==> src/rtl/seq10010_pkg.sv <==
// Shared types and constants for the "10010" serial sequence detectors.
// Latency: n/a (package only).
// Backpressure: n/a (package only).
package seq10010_pkg;

    // Pattern watched for, oldest bit in the MSB.
    localparam logic [4:0] PATTERN = 5'b10010;

    // Mealy detector: each state names the longest pattern prefix seen so far.
    typedef enum logic [2:0] {
        M0 = 3'd0,  // no prefix
        M1 = 3'd1,  // "1"
        M2 = 3'd2,  // "10"
        M3 = 3'd3,  // "100"
        M4 = 3'd4   // "1001"
    } mealy_state_e;

    // Moore detector: same prefixes as the Mealy machine plus a "matched" state
    // so the detect flag can be decoded from registered state alone.
    typedef enum logic [2:0] {
        S0 = 3'd0,  // no prefix
        S1 = 3'd1,  // "1"
        S2 = 3'd2,  // "10"
        S3 = 3'd3,  // "100"
        S4 = 3'd4,  // "1001"
        S5 = 3'd5   // "10010" matched
    } moore_state_e;

endpackage

==> src/rtl/moore_10010_q.sv <==
// Moore-style "10010" detector: moore is high for the cycle following the final bit.
// Latency: one clock after the edge that samples the last pattern bit.
// Backpressure: none; one bit is consumed every clock.
module moore_10010_q
    import seq10010_pkg::*;
#(
    parameter bit OVERLAP = 1'b1
) (
    input  logic clk,
    input  logic rst,
    input  logic j,
    output logic moore
);

    moore_state_e state_q;
    moore_state_e state_d;

    // State register; rst low clears it immediately, independent of clk.
    always_ff @(posedge clk or negedge rst) begin
        if (!rst) begin
            state_q <= S0;
        end else begin
            state_q <= state_d;
        end
    end

    // Next-state logic; any encoding outside S0..S5 falls back to S0.
    always_comb begin
        state_d = S0;
        unique case (state_q)
            S0: state_d = j ? S1 : S0;
            S1: state_d = j ? S1 : S2;
            S2: state_d = j ? S1 : S3;
            S3: state_d = j ? S4 : S0;
            S4: state_d = j ? S1 : S5;
            // After a hit the trailing "10" is already a valid prefix, so
            // a following 0 continues straight into "100" when overlapping.
            S5: state_d = j ? S1 : (OVERLAP ? S3 : S0);
            default: state_d = S0;
        endcase
    end

    // Output decoded from registered state only, so j glitches never reach it.
    always_comb begin
        moore = (state_q == S5);
    end

endmodule

==> src/rtl/mealy_10010_q.sv <==
// Serial "10010" detector with a combinational Mealy flag and a registered Moore flag.
// Latency: mealy in the cycle the final 0 is presented; moore one clock later.
// Backpressure: none; one bit is consumed every clock.
module mealy_10010_q
    import seq10010_pkg::*;
#(
    parameter bit OVERLAP = 1'b1
) (
    input  logic clk,
    input  logic rst,
    input  logic j,
    output logic mealy,
    output logic moore
);

    mealy_state_e state_q;
    mealy_state_e state_d;

    // State register; rst low clears it immediately, independent of clk.
    always_ff @(posedge clk or negedge rst) begin
        if (!rst) begin
            state_q <= M0;
        end else begin
            state_q <= state_d;
        end
    end

    // Next-state and Mealy output; unknown encodings recover to M0 with mealy low.
    always_comb begin
        state_d = M0;
        mealy   = 1'b0;
        unique case (state_q)
            M0: state_d = j ? M1 : M0;
            M1: state_d = j ? M1 : M2;
            M2: state_d = j ? M1 : M3;
            M3: state_d = j ? M4 : M0;
            M4: begin
                // The last pattern bit completes the match right now.
                mealy   = (j == PATTERN[0]);
                // When overlapping, the "10" just seen is reused as a new prefix.
                state_d = j ? M1 : (OVERLAP ? M2 : M0);
            end
            default: begin
                state_d = M0;
                mealy   = 1'b0;
            end
        endcase
    end

    // Moore detector runs on the same stream and reset as the Mealy machine.
    moore_10010_q #(
        .OVERLAP (OVERLAP)
    ) u_moore (
        .clk   (clk),
        .rst   (rst),
        .j     (j),
        .moore (moore)
    );

endmodule

==> config.mk <==
export PLATFORM = sky130hd
export DESIGN_NAME = mealy_10010_q
export DESIGN_NICKNAME = d
export VERILOG_FILES = /design/src/rtl/seq10010_pkg.sv /design/src/rtl/moore_10010_q.sv /design/src/rtl/mealy_10010_q.sv
export SDC_FILE = /design/constraint.sdc
export NUM_CORES = 1
export LEC_CHECK = 0
export CORE_AREA = 2 2 39 41
export DETAILED_ROUTE_END_ITERATION = 7
export DIE_AREA = 0 0 41 43
export DONT_BUFFER_PORTS = 1
export HOLD_SLACK_MARGIN = 0.03
export PLACE_DENSITY = 0.34
export SLEW_MARGIN = 20
export SYNTH_ARGS = -nofsm -noshare
export SYNTH_HDL_FRONTEND = slang
export SYNTH_SLANG_ARGS = --single-unit
==> constraint.sdc <==
create_clock -name clk -period 2.2 [get_ports clk]
set_clock_uncertainty 0.15 [all_clocks]
set_input_delay 0.11 -clock clk [delete_from_list [all_inputs] [get_ports clk]]
set_output_delay 0.11 -clock clk [all_outputs]
set_load 0.02 [all_outputs]
==> summary.md <==
| Metric | Value |
|---|---|
| Core area | `0.001384 mm²` |
| RSZ-0062 raised after global routing | `false` |
| DRC | `0` |
| Leakage power | `0.1560 nW` |
| Sw power | `0.0001101 W` |
| Final worst slack | `0.6987 ns` |
| Yosys top cell by area | `dfrtp_1` |
| Crit Path Max Fanout | `4` |
| Synth Flop Type | `dfrtp_1` |
| CTS max path bufs | `2` |
| Headroom to the max-slew limit | `0.5539` |
| Metal-1 WL | `252 µm` |
| Synth area leaders | `dfrtp_1 53%, nor3b_1 5.3%, inv_1 4.0%` |
| Util after Layout | `0.2532` |
| Via/cell ratio | `4.146` |
| Pwr/cell area | `1011 mW/mm²` |
| Post-cts resize count | `0` |
| Area Overhead vs Synth | `23.35%` |
| Final period util | `0.6824` |
| Setup WS pre-CTS | `0.9463 ns` |
| Synth Instances | `27` |
| Synth Cell Area | `284.0 µm²` |
| Antenna Cells | `0` |
| First-pass GRT wire length | `883 µm` |
| Tmin final | `1.501 ns` |
| TritonCTS Buffers | `3` |
| Fill count | `156` |
| Fmax | `0.6661 GHz` |
| Drt first-iter violations | `2` |
| Clock root buffer | `clkbuf_4` |
| Max VDD drop | `192.1 µV` |
| Max-slew violations | `0` |
| Die X | `41 µm` |
| Final hold vios | `0` |
| Slowest cell delay on critical path | `0.57 ns` |
| Part of the Yosys area used for sequential elements | `0.5286` |
| Seq pwr share | `0.506` |
| Switching share of power | `0.3110` |
| Setup Fix Bufs, Post-CTS | `0` |
| Crit Path Category | `reg -> out` |
| Syn nets | `30` |
| Core Rows | `14` |
| WL met3 | `27 µm` |
| Vias in the first global route | `211` |
| IO buf count | `0` |
| Share of layout cells above drive strength 1 | `0.1875` |
| DR WL met2 | `259 µm` |
| CTS tree | `done` |
| # clock sinks | `6` |
| FF+latch area | `150.1 µm²` |
| Dpl hpwl | `367.8 µm` |
| Finish-stage setup viols | `0` |
| Final Wtd Congestion | `0.5614` |
| Int Power | `0.0002440 W` |
| Global route total overflow | `0` |
| Slew @ Worst Pin | `0.6678 ns` |
| Post-DP Area | `307.8 µm²` |
| Reg clk slew, reported paths | `0.05 ns` |
| Comb pwr share | `0.212` |
| Top Metal Used | `met3` |
| Crit path cell chain | `inv_1 > nor3b_1` |
| Startpoint type of the worst setup path | `register` |
| Yosys warns | `0` |
| WL final | `539 µm` |
| Initial antenna violation count | `0` |
| Run status | `finished clean` |
| Full die area | `0.001763 mm²` |
| Pin count of the biggest net entering global routing | `8` |
| Starting Density | `0.2052` |
| H-tree depth | `1` |
| Chip height | `43 µm` |
| IO Count | `5` |
| WL/cell | `11.23 µm` |
| Final Instance Area | `350.3 µm²` |
| FFs w/ async S/R, synth | `1.000` |
| # nets final | `37` |
| Synth top area share | `0.5286` |
| Max_cap viols | `0` |
| CTS Hold Bufs | `2` |
| Synth cell types | `17` |
| EDFF count, synth | `0` |
| CP top delay family | `simple AND/OR/NAND/NOR gates` |
| HP Class | `in -> async` |
| Buf+Inv Stages, Crit Path | `1` |
| Avg Cell Area, Syn | `10.52 µm²` |
| Worst EP arrival | `1.24 ns` |
| Via count | `199` |
| Register bit total from synthesis | `6` |
| Clk_lat worst skew | `0.24 ns` |
| Drt pass-1 iters | `2` |
| Multi-input gate area | `118.9 µm²` |
| Total track usage | `0.08097` |
| Setup TNS | `0 ns` |
| Worst EP required | `1.94 ns` |
| Final ANT Viol Nets | `0` |
| CP endpoint kind | `primary output` |
| Clock power frac | `0.282` |
| Highest-delay cell along the critical path | `nor3b_1` |
-- through the flow --
stage          std cells  total power [W]  hold slack [ns]
2_1_floorplan         27        0.0002338          -0.3356
3_3_place_gp          43        0.0002420          -0.3354
3_5_place_dp          43        0.0002487          -0.3354
4_1_cts               48        0.0003584          0.03020
5_1_grt               48        0.0003814          0.04356
6_report              48        0.0003542          0.02647
-- per-layer routing --
metal,GRT usage,up-vias
li1,-,106
met4,0.08000,0
met3,0.03141,0
met2,0.09375,3
met5,0,-
met1,0.1056,90
-- logic make-up after synthesis --
group                  Yosys count  share of synthesized area
AND/OR/NAND/NOR                 10                     0.2247
AO/OA/AOI/OAI                    6                     0.1630
flip-flops                       6                     0.5286
buffers and inverters            4                    0.05285
XOR/XNOR                         1                    0.03084
-- power groups by stage --
stage,registers [W],clock network (W),logic (W)
floorplan,0.000172,0,0.0000622
global placement,0.000177,0,0.0000653
global route,0.000185,0.000111,0.0000854
detailed placement,0.000180,0,0.0000690
finish,0.000179,0.000100,0.0000751
CTS,0.000178,0.000104,0.0000758
-- layout by cell type (no fill, tap or decap) --
cell / synthesis / final
a31o_2: 1 / 1
nor2_1: 1 / 1
inv_1: 3 / 3
nor3b_1: 2 / 2
nor3_1: 1 / 1
o41ai_1: 1 / 1
nand2_1: 2 / 2
nor4b_1: 1 / 1
nand2b_1: 1 / 1
or3b_1: 1 / 1
o21ai_0: 2 / 2
xor2_1: 1 / 1
o211a_1: 1 / 1
buf_4: 0 / 1
dlygate4sd3_1: 0 / 2
clkbuf_4: 0 / 3
dfrtp_1: 6 / 6
nand4b_1: 1 / 1
a21oi_2: 1 / 1
-- worst paths after layout --
check,startpoint,to,slack (ns),cells after the start
max,u_moore.state_q[2],moore,0.70,2
min,rst,state_q[0],0.03,1
max reg2reg,u_moore.state_q[2],u_moore.state_q[1],1.04,2
min reg2reg,u_moore.state_q[0],u_moore.state_q[2],0.39,1
max in group asynchronous,rst,u_moore.state_q[0],1.66,1
min in group clk,j,mealy,0.24,2
-- Yosys cell counts, drive strengths merged (2+ instances only) --
master  instances
dfrtp           6
inv             3
nand2           2
nor3b           2
o21ai           2
-- state kept, by name, indices dropped and copies added (netlist names) --
signal	flops
state_q	3
u_moore.state_q	3
-- cell type report --
cell class                      instances  area share
Sequential cell                         6      0.4286
Timing Repair Buffer                    3     0.07857
Clock buffer                            3     0.06429
Multi-Input combinational cell         17      0.3393
Tap cell                               16     0.05714
Inverter                                3     0.03214
No activity file was read; power rests on OpenSTA's default activity.
